**config.mk**
```make
export PLATFORM = sky130hd
export DESIGN_NAME = npu_mem_master_flat
export DESIGN_NICKNAME = d
export VERILOG_FILES = /design/src/rtl/npu_mem_master_if.sv /design/src/rtl/npu_mem_master.sv /design/src/flat_wrapper.sv
export SDC_FILE = /design/constraint.sdc
export NUM_CORES = 1
export LEC_CHECK = 0
export ABC_AREA = 0
export BUFFER_PORTS_ARGS = -buffer_cell sky130_fd_sc_hd__buf_2
export CAP_MARGIN = 20
export CORE_MARGIN = 1
export CORE_UTILIZATION = 50
export CTS_CLUSTER_SIZE = 14
export DETAILED_ROUTE_END_ITERATION = 7
export GPL_TIMING_DRIVEN = 0
export PLACE_DENSITY_LB_ADDON = 0.15
export SLEW_MARGIN = 0
export SYNTH_ARGS = -nofsm -noshare
export SYNTH_HDL_FRONTEND = slang
export SYNTH_SLANG_ARGS = --single-unit
```
**constraint.sdc**
```tcl
create_clock -name clk -period 3.2 [get_ports clk]
set_input_delay 0.16 -clock clk [delete_from_list [all_inputs] [get_ports clk]]
set_output_delay 0.16 -clock clk [all_outputs]
set_load 0.02 [all_outputs]
```
**src/rtl/npu_mem_master_if.sv**
```systemverilog
// Bundle of command, write-stream, read-stream, status and memory-port signals
// for npu_mem_master. The master modport is the burst engine's view. The slave
// modport is the view from the surrounding control, stream and memory logic.
interface npu_mem_master_if #(
   parameter int AXI_WIDTH = 32,
   parameter int ADDR_W    = 6,
   parameter int LEN_W     = 7
);
   // command channel
   logic                 cmd_valid;
   logic                 cmd_ready;
   logic                 cmd_write;
   logic [ADDR_W-1:0]    cmd_addr;
   logic [LEN_W-1:0]     cmd_len;
   // write-data stream
   logic                 wr_valid;
   logic                 wr_ready;
   logic [AXI_WIDTH-1:0] wr_data;
   // read-data stream
   logic                 rd_valid;
   logic                 rd_ready;
   logic [AXI_WIDTH-1:0] rd_data;
   // status
   logic                 busy;
   logic                 done;
   // SRAM-like word port
   logic                 req_o;
   logic [3:0]           wen_o;
   logic [ADDR_W-1:0]    addr_o;
   logic [AXI_WIDTH-1:0] wdata_o;
   logic [AXI_WIDTH-1:0] rdata_i;

   modport master (
      input  cmd_valid, cmd_write, cmd_addr, cmd_len, wr_valid, wr_data, rd_ready, rdata_i,
      output cmd_ready, wr_ready, rd_valid, rd_data, busy, done, req_o, wen_o, addr_o, wdata_o
   );

   modport slave (
      output cmd_valid, cmd_write, cmd_addr, cmd_len, wr_valid, wr_data, rd_ready, rdata_i,
      input  cmd_ready, wr_ready, rd_valid, rd_data, busy, done, req_o, wen_o, addr_o, wdata_o
   );
endinterface

```
**src/rtl/npu_mem_master.sv**
```systemverilog
// Burst engine for the NPU word port. It splits one command into single-word
// accesses. Write bursts take their data from a valid/ready stream. Read bursts
// return data through a 2-entry FIFO. Read issue is credit-limited, so a
// returned word always has room in the FIFO.
module npu_mem_master #(
   parameter int AXI_WIDTH = 32,
   parameter int ADDR_W    = 6,
   parameter int LEN_W     = 7
) (
   input  logic             clk,
   input  logic             reset,
   npu_mem_master_if.master bus
);

   typedef enum logic [1:0] {IDLE, WRITE, READ, FINISH} state_t;

   state_t               state, state_nxt;
   logic [ADDR_W-1:0]    cur_addr;
   logic [LEN_W-1:0]     remaining;

   logic                 req_q;
   logic [3:0]           wen_q;
   logic [ADDR_W-1:0]    addr_q;
   logic [AXI_WIDTH-1:0] wdata_q;

   logic [AXI_WIDTH-1:0] fifo_mem [0:1];
   logic                 fifo_rd_ptr, fifo_wr_ptr;
   logic [1:0]           fifo_cnt, fifo_cnt_nxt;
   logic                 inflight;

   logic                 cmd_ready_c, wr_ready_c, busy_c, done_c;
   logic                 cmd_fire, wr_fire, rd_issue, rd_push, rd_pop, rd_valid_c;
   logic [2:0]           rd_fill, rd_limit;

   assign rd_valid_c = (fifo_cnt != 2'd0);
   assign cmd_fire   = cmd_ready_c && bus.cmd_valid;
   assign wr_fire    = wr_ready_c && bus.wr_valid;
   assign rd_pop     = rd_valid_c && bus.rd_ready;
   // The word read in the cycle req_o is high is captured at the end of that cycle.
   assign rd_push    = inflight;
   assign fifo_cnt_nxt = fifo_cnt + {1'b0, rd_push} - {1'b0, rd_pop};
   // A read may be issued only if every word already in the FIFO or in flight
   // still fits after the pop. The pop frees one slot this cycle, which keeps a
   // word per cycle moving while the consumer stays ready.
   assign rd_fill    = {1'b0, fifo_cnt} + {2'b00, inflight};
   assign rd_limit   = 3'd2 + {2'b00, rd_pop};

   // State register.
   always_ff @(posedge clk) begin
      // NOTE: sequential state uses non-blocking assignments, so every flop samples pre-edge values.
      if (!reset) state <= IDLE;
      else        state <= state_nxt;
   end

   // Next state and per-state handshake and status outputs.
   always_comb begin
      // NOTE: each output gets a default before the case statement, so no path can infer a latch.
      state_nxt   = state;
      cmd_ready_c = 1'b0;
      wr_ready_c  = 1'b0;
      busy_c      = 1'b1;
      done_c      = 1'b0;
      rd_issue    = 1'b0;
      unique case (state)
         IDLE: begin
            busy_c      = 1'b0;
            cmd_ready_c = 1'b1;
            // A zero-length burst spends one empty cycle in its burst state.
            // This places done two cycles after the command is accepted.
            if (bus.cmd_valid) state_nxt = bus.cmd_write ? WRITE : READ;
         end
         WRITE: begin
            // After the last beat is accepted, one more cycle lets the final
            // write reach the bus before done is raised.
            wr_ready_c = (remaining != '0);
            if (remaining == '0) state_nxt = FINISH;
         end
         READ: begin
            rd_issue = (remaining != '0) && (rd_fill < rd_limit);
            if ((remaining == '0) && !inflight && (fifo_cnt_nxt == 2'd0)) state_nxt = FINISH;
         end
         FINISH: begin
            done_c    = 1'b1;
            state_nxt = IDLE;
         end
      endcase
   end

   // Burst counters and the registered memory-port outputs.
   always_ff @(posedge clk) begin
      if (!reset) begin
         cur_addr  <= '0;
         remaining <= '0;
         req_q     <= 1'b0;
         wen_q     <= 4'h0;
         addr_q    <= '0;
         wdata_q   <= '0;
         inflight  <= 1'b0;
      end else begin
         req_q    <= 1'b0;
         wen_q    <= 4'h0;
         inflight <= rd_issue;
         if (cmd_fire) begin
            cur_addr  <= bus.cmd_addr;
            remaining <= bus.cmd_len;
         end else if (wr_fire || rd_issue) begin
            cur_addr  <= cur_addr + ADDR_W'(1);
            remaining <= remaining - LEN_W'(1);
         end
         if (wr_fire) begin
            req_q   <= 1'b1;
            wen_q   <= 4'hF;
            addr_q  <= cur_addr;
            wdata_q <= bus.wr_data;
         end else if (rd_issue) begin
            req_q  <= 1'b1;
            addr_q <= cur_addr;
         end
      end
   end

   // Read FIFO pointers and occupancy.
   always_ff @(posedge clk) begin
      if (!reset) begin
         fifo_rd_ptr <= 1'b0;
         fifo_wr_ptr <= 1'b0;
         fifo_cnt    <= 2'd0;
      end else begin
         if (rd_push) fifo_wr_ptr <= ~fifo_wr_ptr;
         if (rd_pop)  fifo_rd_ptr <= ~fifo_rd_ptr;
         fifo_cnt <= fifo_cnt_nxt;
      end
   end

   // Read FIFO storage, written with the returned memory word.
   always_ff @(posedge clk) begin
      // NOTE: storage needs no reset, because the cleared occupancy already masks stale entries.
      if (rd_push) fifo_mem[fifo_wr_ptr] <= bus.rdata_i;
   end

   assign bus.cmd_ready = cmd_ready_c;
   assign bus.wr_ready  = wr_ready_c;
   assign bus.busy      = busy_c;
   assign bus.done      = done_c;
   assign bus.rd_valid  = rd_valid_c;
   assign bus.rd_data   = fifo_mem[fifo_rd_ptr];
   assign bus.req_o     = req_q;
   assign bus.wen_o     = wen_q;
   assign bus.addr_o    = addr_q;
   assign bus.wdata_o   = wdata_q;

endmodule
```
**src/flat_wrapper.sv**
```systemverilog
// flat-port wrapper written by rule: the top's interface ports become plain ports
module npu_mem_master_flat 
#(
   parameter int AXI_WIDTH = 32,
   parameter int ADDR_W    = 6,
   parameter int LEN_W     = 7
)
  (clk, reset, bus_cmd_valid, bus_cmd_write, bus_cmd_addr, bus_cmd_len, bus_wr_valid, bus_wr_data, bus_rd_ready, bus_rdata_i, bus_cmd_ready, bus_wr_ready, bus_rd_valid, bus_rd_data, bus_busy, bus_done, bus_req_o, bus_wen_o, bus_addr_o, bus_wdata_o);
  npu_mem_master_if #(.AXI_WIDTH(AXI_WIDTH), .ADDR_W(ADDR_W), .LEN_W(LEN_W)) bus_i ();
  input  logic clk;
  input  logic reset;
  input wire logic [$bits(bus_i.cmd_valid)-1:0] bus_cmd_valid;
  input wire logic [$bits(bus_i.cmd_write)-1:0] bus_cmd_write;
  input wire logic [$bits(bus_i.cmd_addr)-1:0] bus_cmd_addr;
  input wire logic [$bits(bus_i.cmd_len)-1:0] bus_cmd_len;
  input wire logic [$bits(bus_i.wr_valid)-1:0] bus_wr_valid;
  input wire logic [$bits(bus_i.wr_data)-1:0] bus_wr_data;
  input wire logic [$bits(bus_i.rd_ready)-1:0] bus_rd_ready;
  input wire logic [$bits(bus_i.rdata_i)-1:0] bus_rdata_i;
  output wire logic [$bits(bus_i.cmd_ready)-1:0] bus_cmd_ready;
  output wire logic [$bits(bus_i.wr_ready)-1:0] bus_wr_ready;
  output wire logic [$bits(bus_i.rd_valid)-1:0] bus_rd_valid;
  output wire logic [$bits(bus_i.rd_data)-1:0] bus_rd_data;
  output wire logic [$bits(bus_i.busy)-1:0] bus_busy;
  output wire logic [$bits(bus_i.done)-1:0] bus_done;
  output wire logic [$bits(bus_i.req_o)-1:0] bus_req_o;
  output wire logic [$bits(bus_i.wen_o)-1:0] bus_wen_o;
  output wire logic [$bits(bus_i.addr_o)-1:0] bus_addr_o;
  output wire logic [$bits(bus_i.wdata_o)-1:0] bus_wdata_o;
  assign bus_i.cmd_valid = bus_cmd_valid;
  assign bus_i.cmd_write = bus_cmd_write;
  assign bus_i.cmd_addr = bus_cmd_addr;
  assign bus_i.cmd_len = bus_cmd_len;
  assign bus_i.wr_valid = bus_wr_valid;
  assign bus_i.wr_data = bus_wr_data;
  assign bus_i.rd_ready = bus_rd_ready;
  assign bus_i.rdata_i = bus_rdata_i;
  assign bus_cmd_ready = bus_i.cmd_ready;
  assign bus_wr_ready = bus_i.wr_ready;
  assign bus_rd_valid = bus_i.rd_valid;
  assign bus_rd_data = bus_i.rd_data;
  assign bus_busy = bus_i.busy;
  assign bus_done = bus_i.done;
  assign bus_req_o = bus_i.req_o;
  assign bus_wen_o = bus_i.wen_o;
  assign bus_addr_o = bus_i.addr_o;
  assign bus_wdata_o = bus_i.wdata_o;
  npu_mem_master #(.AXI_WIDTH(AXI_WIDTH), .ADDR_W(ADDR_W), .LEN_W(LEN_W)) u_core (.clk(clk), .reset(reset), .bus(bus_i));
endmodule
```
==> results.rst, run 1 <==
.. list-table::
   :header-rows: 1

   * - Metric
     - Value
   * - Outcome
     - complete, no violations
   * - Critical register-to-register path endpoint
     - u_core.state[1]
   * - Sequential cell area
     - around 3100 µm²
   * - Total DRC errors in the routed layout
     - 0
   * - Cell area power density
     - ~850 nW/µm²
   * - CTS tree
     - yes
   * - Unrepaired setup endpoints after global routing
     - false
   * - GRT Residual Overflow
     - 0
   * - Clock insertion delay at the later pin of the skew report
     - 500 ps
   * - Total buffers and inverters traversed by the critical path
     - 2
   * - Remaining antenna violation count
     - 0
   * - Via count of the first global-routing pass
     - approximately 4200
   * - Max-capacitance violation count
     - 0
   * - First-pass DRT Iterations
     - 6
   * - Number of gates on the worst path with buffers counted
     - 5
   * - Via count
     - 4308
   * - Cell taking the most area after synthesis
     - edfxtp_1
   * - Distinct cell type count of the synthesized netlist
     - between 40 and 50
   * - Post-synth top area share
     - 38.5%
   * - Met2 Track Usage GR
     - around 45%
   * - Critical path class
     - register to primary output
   * - Cell area after placement
     - around 6000 µm²
   * - Least setup slack across all paths after layout
     - approximately 650 ps
   * - Timing-limited maximum frequency
     - about 0.39 GHz
   * - Largest incremental delay on the critical path
     - roughly 660 ps
   * - Minimum setup slack after placement
     - about 750 ps
   * - Startpoint class of the critical path
     - register
   * - Origin of the critical flop-to-flop path
     - u_core.fifo_cnt[0]
   * - Global routing's busiest layer
     - met2
   * - Floorplan row count
     - 36
   * - Number of nets in the synthesized netlist
     - about 530
   * - Number of hold violations in the final report
     - 0
   * - Static Leakage
     - 3.00 nW
   * - Violation count after the first detailed-routing iteration
     - between 150 and 200
   * - IO Port Bufs
     - roughly 160
   * - IR Drop Worst-Case VDD
     - 0.486 mV
   * - Area inside the core boundary
     - just under 10000 µm²
   * - Initial antenna violation count
     - 0
   * - Wire length of the first global-routing pass
     - between 15 and 20 mm
   * - Cells resized by post-CTS repair
     - 0
   * - Flip-flop and latch count after synthesis
     - roughly 130
   * - Worst min-delay path class
     - primary input to register
   * - Height of the chip
     - ~100 µm
   * - Rel. slew slack
     - 38.4%
   * - CTS Buffer Depth
     - 2
   * - End point of the critical path
     - bus_wr_ready
   * - Most area-consuming cells after synthesis
     - edfxtp_1 (38%), dfxtp_1 (24%), mux2_2 (7.2%)
   * - Share of the yosys chip area belonging to registers
     - a little over three fifths
   * - Cell chosen for the clock root
     - clkbuf_8
   * - Layout fillers
     - between 600 and 700
   * - Area of the mapped netlist
     - ~5000 µm²
   * - Weighted congestion reported at the end of routability-driven placement
     - between 0.8 and 0.9
   * - Wire length after detailed routing
     - 12.7 mm
   * - Final antenna diode count
     - 0
   * - Cell area after layout
     - ~7400 µm²
   * - Top delay family on crit path
     - simple AND/OR/NAND/NOR gates
   * - P&R area growth vs syn
     - 47.5%
   * - Met1 Use GR
     - about 28%
   * - Layout cells sized above 1
     - around 34%
   * - Cell breakdown of the critical path
     - inv_1 > ha_1 > nor3b_1 > a21boi_0 > buf_2
   * - Nets
     - slightly below 800
   * - Min Tclk post-route
     - roughly 2500 ps
   * - Worst-path clk slew
     - approximately 60 ps
   * - Clock buffer count from CTS
     - 17
   * - Top Ports
     - 163
   * - Fraction of registers with async set/reset
     - 0%
   * - Share of the clock period used by the worst path after layout
     - 79.7%
   * - Post-route setup TNS
     - 0 ps
   * - CTS Sinks
     - about 130
   * - Max-slew violation total from the final report
     - 0
   * - Area of the multi-input gates
     - about 1700 µm²
   * - Pin count of the biggest net entering global routing
     - 33
   * - DIE WIDTH
     - 102 µm
   * - Synth Instances
     - between 400 and 500
   * - Slew at the pin with the worst max-slew slack
     - 922 ps
   * - Yosys Warn Count
     - 0
   * - Number of cells traversed by the worst register-to-register path
     - 9
   * - Avg Cell Area, Syn
     - ~12 µm²
   * - Number of enable-type register cells in the synthesized netlist
     - 64
   * - Maximum clock skew at final layout
     - ~10 ps
   * - CP endpoint kind
     - primary output
   * - Crit. Startpoint
     - u_core.remaining[0]
   * - Post-detailed-route wirelength per cell
     - approximately 15 µm
   * - Total setup violations reported at the end of the flow
     - 0
   * - Top_reg_cell synth
     - edfxtp_1
   * - Starting density of the core
     - just over 50%
   * - Setup slack on the worst flop-to-flop path
     - around 700 ps
   * - Die footprint
     - roughly 10000 µm²
   * - Via density per instance
     - between 5 and 6
   * - Overall global routing resource usage
     - 24.8%
   * - Final HPWL from detailed placement
     - 8.05 mm
   * - Hold path startpoint
     - bus_cmd_len[5]
   * - Worst endpoint data arrival time
     - around 2400 ps
   * - Required time reported for the critical path endpoint
     - 3040 ps
   * - Global routing usage on met3
     - 7.25%
   * - CTS H-tree depth
     - 4
   * - Peak fanout along the critical path
     - 7
   * - Critical-path cell with the highest stage delay
     - nor3b_1
## worst min-delay path by stage
stage / to / slack (ps) / cells past startpoint
floorplan: u_core.fifo_mem[0][0] / 260 / 0
global placement: u_core.fifo_mem[0][8] / 350 / 1
detailed placement: u_core.fifo_mem[0][31] / 350 / 1
CTS: u_core.remaining[5] / 30 / 3
global route: u_core.remaining[5] / 70 / 3
finish: u_core.remaining[5] / 50 / 3
## logic make-up after synthesis
family	count (synthesis)	share of synthesized area [%]
AND/OR/NAND/NOR	130	12.1
multiplexers	32	7.21
buffers and inverters	41	3.71
AO/OA/AOI/OAI	91	10.9
adder cells (fa/ha/maj)	10	2.50
XOR/XNOR	4	0.701
flip-flops	125	62.9
## cells in the final DEF (no fill, tap or decap), drive strengths merged, types with 2 or more instances in the layout
cell type / netlist / routed
or3: 3 / 3
clkbuf: 14 / 31
xnor2: 3 / 3
o31ai: 5 / 5
dfxtp: 61 / 61
inv: 11 / 14
nand2: 76 / 76
a21oi: 42 / 42
or3b: 2 / 2
a311oi: 5 / 5
dlygate4sd3: 0 / 76
edfxtp: 64 / 64
o211ai: 4 / 4
nand4: 2 / 2
nor2: 11 / 11
nor3: 4 / 4
bufinv: 0 / 5
ha: 10 / 10
and2: 6 / 6
mux2: 32 / 32
a31oi: 6 / 6
o21ai: 21 / 21
clkinv: 0 / 4
buf: 16 / 177
nor4b: 4 / 4
or4: 5 / 5
nand3: 10 / 10
clkinvlp: 0 / 3
## stage by stage
stage	total power, W	utilization [%]	instances	hold WS, ps
2_1_floorplan	0.00353	-	433	259
3_3_place_gp	0.00407	61.4	727	348
3_5_place_dp	0.00413	61.4	727	352
4_1_cts	0.00625	75.7	835	27.8
5_1_grt	0.00657	75.7	835	74.8
6_report	0.00625	75.7	835	46.6
## state kept, by name, indices dropped and copies added, names as in the netlist, 2 cells and up, named ones only
| register | flops |
|---|---|
| u_core.bus.addr_o | 6 |
| u_core.fifo_cnt | 2 |
| u_core.fifo_mem | 64 |
| u_core.cur_addr | 6 |
| u_core.bus.wdata_o | 32 |
| u_core.state | 2 |
| u_core.remaining | 7 |
## layout make-up
type / count / area share (%)
Sequential cell: 125 / 42.6
Multi-Input combinational cell: 267 / 22.8
Timing Repair Buffer: 237 / 21.3
Clock buffer: 17 / 5.62
Clock inverter: 15 / 2.94
Tap cell: 133 / 2.26
Buffer: 30 / 1.95
Inverter: 11 / 0.560
## layer usage
metal / part of all wire (%) / vias up
li1: - / 2074
met1: 40 / 2055
met2: 52 / 163
met3: 6.5 / 16
met4: 1.1 / 0
met5: 0 / -
## power breakdown
part | switching [W] | internal, W
Combinational | 0.00129 | 0.000825
Clock | 0.000698 | 0.00134
Sequential | 0.000146 | 0.00195
## cell usage after synthesis (all sizes together), types with 3 or more instances
library cell	count
nand2	76
edfxtp	64
dfxtp	61
a21oi	42
mux2	32
o21ai	21
buf	16
clkbuf	14
inv	11
nor2	11
ha	10
nand3	10
a31oi	6
and2	6
a311oi	5
o31ai	5
or4	5
nor3	4
nor4b	4
o211ai	4
or3	3
xnor2	3
## worst reg2reg max path: stages (launching register included)
cell     delay (ps)
dfxtp_1         330
o21ai_0         560
inv_1           110
ha_1            310
inv_1            40
ha_1            270
nor2_1          150
inv_1            70
o32a_1          300
o221a_2         240
## timing repair
| item | in CTS | in global routing |
|---|---|---|
| hold buffers | 76 | 0 |
| hold endpoints to repair | 108 | 0 |
| buffers inserted | 0 | 0 |
No activity file was read; power rests on OpenSTA's default activity.
==> run 2: changes to the inputs <==
Clock period 3.2 ns to 2.5 ns, I/O delays scaled along.
==> results.rst, run 2 (synthesis results as in run 1) <==
.. list-table::
   :header-rows: 1

   * - Metric
     - Value
   * - Outcome
     - complete, no violations (unchanged)
   * - Critical-path cell with the highest stage delay
     - nor3_1 (was nor3b_1)
   * - Total buffers and inverters traversed by the critical path
     - 1 (was 2)
   * - Area inside the core boundary
     - 9730 µm² (unchanged)
   * - Layout fillers
     - 671 (was 672)
   * - Weighted congestion reported at the end of routability-driven placement
     - 0.865 (unchanged)
   * - Floorplan row count
     - 36 (unchanged)
   * - Share of power burned in registers
     - 33.5% (about the same)
   * - Power spent charging and discharging nets
     - 0.00274 W (was 0.00213 W)
   * - Maximum clock skew at final layout
     - 9.35 ps (was 10.4 ps)
   * - First-pass DRT Iterations
     - 7 (was 6)
   * - Setup slack on the worst flop-to-flop path
     - 200 ps (was 700 ps)
   * - Worst-path clk slew
     - 60 ps (about the same)
   * - Rel. slew slack
     - 38.0% (was 38.4%)
   * - Number of cells traversed by the worst register-to-register path
     - 9 (unchanged)
   * - CTS H-tree depth
     - 4 (unchanged)
   * - Overall global routing resource usage
     - 24.7% (was 24.8%)
   * - Initial antenna violation count
     - 0 (unchanged)
   * - CTS Sinks
     - 125 (unchanged)
   * - P_int
     - 0.00527 W (was 0.00411 W)
   * - Minimum setup slack after placement
     - 46.2 ps (was 746 ps)
   * - Fraction of power consumed by combinational cells
     - 33.9% (was 33.8%)
   * - Timing-limited maximum frequency
     - ~0.43 GHz
   * - Max reg flops
     - 64 (unchanged)
   * - Cell chosen for the clock root
     - clkbuf_8 (unchanged)
   * - Static Leakage
     - 3.01 nW (was 3.00 nW)
   * - Largest incremental delay on the critical path
     - 750 ps (was 660 ps)
   * - Required time reported for the critical path endpoint
     - 2380 ps (was 3040 ps)
   * - Via count
     - 4306 (was 4308)
   * - Share of the clock period used by the worst path after layout
     - between 90 and 100%
   * - GRT Residual Overflow
     - 0 (unchanged)
   * - Via density per instance
     - 5.15 (was 5.16)
   * - Via count of the first global-routing pass
     - 4231 (was 4230)
   * - Top Ports
     - 163 (unchanged)
   * - CTS tree
     - yes (unchanged)
   * - Top delay family on crit path
     - simple AND/OR/NAND/NOR gates (unchanged)
   * - Least setup slack across all paths after layout
     - 195 ps (was 650 ps)
   * - Sequential cell area
     - 3140 µm² (unchanged)
   * - Nets
     - 783 (was 782)
   * - Total DRC errors in the routed layout
     - 0 (unchanged)
   * - Final core utilization
     - 75.9% (was 75.7%)
   * - Clock buffer count from CTS
     - 17 (unchanged)
   * - Peak fanout along the critical path
     - 9 (was 7)
   * - Area of the multi-input gates
     - 1680 µm² (about the same)
   * - Switching power share of the total
     - 34.2% (about the same)
   * - Cell breakdown of the critical path
     - nor3_1 > a21boi_0 > buf_2 (was inv_1 > ha_1 > nor3b_1 > a21boi_0 > buf_2)
   * - DIE WIDTH
     - 102 µm (unchanged)
   * - Unrepaired setup endpoints after global routing
     - false (unchanged)
   * - Height of the chip
     - 102 µm (unchanged)
   * - Number of hold violations in the final report
     - 0 (unchanged)
   * - Post-route worst hold slack
     - 27.5 ps (was 46.6 ps)
   * - Remaining antenna violation count
     - 0 (unchanged)
   * - Worst min-delay path endpoint
     - u_core.inflight (was u_core.remaining[5])
   * - Pin count of the biggest net entering global routing
     - 33 (unchanged)
   * - Origin of the critical flop-to-flop path
     - u_core.fifo_cnt[0] (unchanged)
   * - Starting density of the core
     - 51.4% (unchanged)
   * - IO Port Bufs
     - 161 (unchanged)
   * - Slew at the pin with the worst max-slew slack
     - 928 ps (was 922 ps)
   * - CTS Buffer Depth
     - 2 (unchanged)
   * - Worst endpoint data arrival time
     - 2180 ps (was 2390 ps)
   * - P&R area growth vs syn
     - 47.8% (was 47.5%)
   * - Final total power
     - 0.00801 W (was 0.00625 W)
   * - Max-slew violation total from the final report
     - 0 (unchanged)
   * - Layout cells sized above 1
     - 34.3% (was 34.2%)
   * - Hold-critical path depth
     - 3 (unchanged)
   * - Commonest cells after routing, fill and taps aside
     - buf_2 (168), dlygate4sd3_1 (77), nand2_1 (76) (was buf_2 (168), nand2_1 (76), dlygate4sd3_1 (76))
   * - Wire length after detailed routing
     - 12.8 mm (was 12.7 mm)
   * - Violation count after the first detailed-routing iteration
     - 173 (was 156)
   * - Clock insertion delay at the later pin of the skew report
     - 500 ps (about the same)
   * - IR Drop Worst-Case VDD
     - 0.621 mV (was 0.486 mV)
   * - Most common cell after layout, fill and taps aside
     - buf_2 (unchanged)
   * - Wire length of the first global-routing pass
     - 19.8 mm (about the same)
   * - Critical path class
     - register to primary output (unchanged)
   * - CP endpoint kind
     - primary output (unchanged)
   * - Final antenna diode count
     - 0 (unchanged)
   * - Most flops, register
     - u_core.fifo_mem (unchanged)
   * - Total setup violations reported at the end of the flow
     - 0 (unchanged)
   * - Final HPWL from detailed placement
     - 8.05 mm (unchanged)
   * - Min Tclk post-route
     - 2300 ps
   * - Startpoint class of the critical path
     - register (unchanged)
   * - Die footprint
     - 10400 µm² (unchanged)
   * - Critical register-to-register path endpoint
     - u_core.state[1] (unchanged)
   * - Clock Power Share
     - 32.6% (was 32.7%)
   * - Worst min-delay path class
     - primary input to register (unchanged)
   * - Post-detailed-route wirelength per cell
     - 15.3 µm (about the same)
   * - Hold path startpoint
     - reset (was bus_cmd_len[5])
   * - Max-capacitance violation count
     - 0 (unchanged)
   * - Cell area power density
     - 1080 nW/µm² (was 848 nW/µm²)
run 2: cell type report:
cell class              count  share of cell area (%)
plain buffers              30                    1.95
clock buffers              17                    5.61
clock inverters            15                    2.93
inverters                  11                   0.559
multi-input cells         267                    22.8
flip-flops and latches    125                    42.6
well taps                 133                    2.25
repair buffers            238                    21.3
run 2: metrics by stage:
stage / cells / setup TNS, ps / area, µm²
floorplan: 433 / 0 / 5000
global route: 836 / 0 / 7380
finish: 836 / 0 / 7380
global placement: 727 / -18630 / 5970
CTS: 836 / 0 / 7380
detailed placement: 727 / 0 / 5980
run 2: timing repair:
action	CTS	global route
resized for setup	1	1
setup endpoints to repair	1	44
hold buffers	77	0
buffers inserted	0	0
hold endpoints to repair	109	0
run 2: power groups by stage:
stage | logic (W) | clock network (W) | registers (W)
finish | 0.00272 | 0.00261 | 0.00268
global route | 0.00296 | 0.00274 | 0.00271
CTS | 0.00269 | 0.00264 | 0.00267
detailed placement | 0.00258 | 0 | 0.00271
global placement | 0.00252 | 0 | 0.00269
floorplan | 0.00173 | 0 | 0.00279
run 2: worst max path at each step:
stage	start	endpoint	slack (ps)	cells after the start
final	u_core.remaining[2]	bus_wr_ready	200	3
after global routing	u_core.remaining[2]	bus_wr_ready	6	3
after CTS	u_core.remaining[0]	bus_wr_ready	20	5
after detailed placement	u_core.fifo_cnt[0]	u_core.state[1]	50	9
after global placement	u_core.inflight	u_core.fifo_mem[0][30]	-580	1
after floorplan	u_core.inflight	u_core.fifo_mem[0][0]	200	1
run 2: worst register-to-register path, stage by stage, from the launching register on:
cell and delay [ps]:
dfxtp_1 340, o21ai_1 380, inv_1 100, ha_1 300, inv_1 40, ha_1 270
nor2_1 150, inv_1 70, o32a_1 300, o221a_2 240
run 2: layer usage:
metal | part of all wire, % | vias up | wire length [µm] | track usage, %
li1 | - | 2075 | - | -
met1 | 40 | 2050 | 5100 | 27.9
met2 | 52 | 167 | 6680 | 44.8
met3 | 6.5 | 14 | 836 | 7.25
met4 | 1.1 | 0 | 146 | 8.13
met5 | 0 | - | 0 | 0
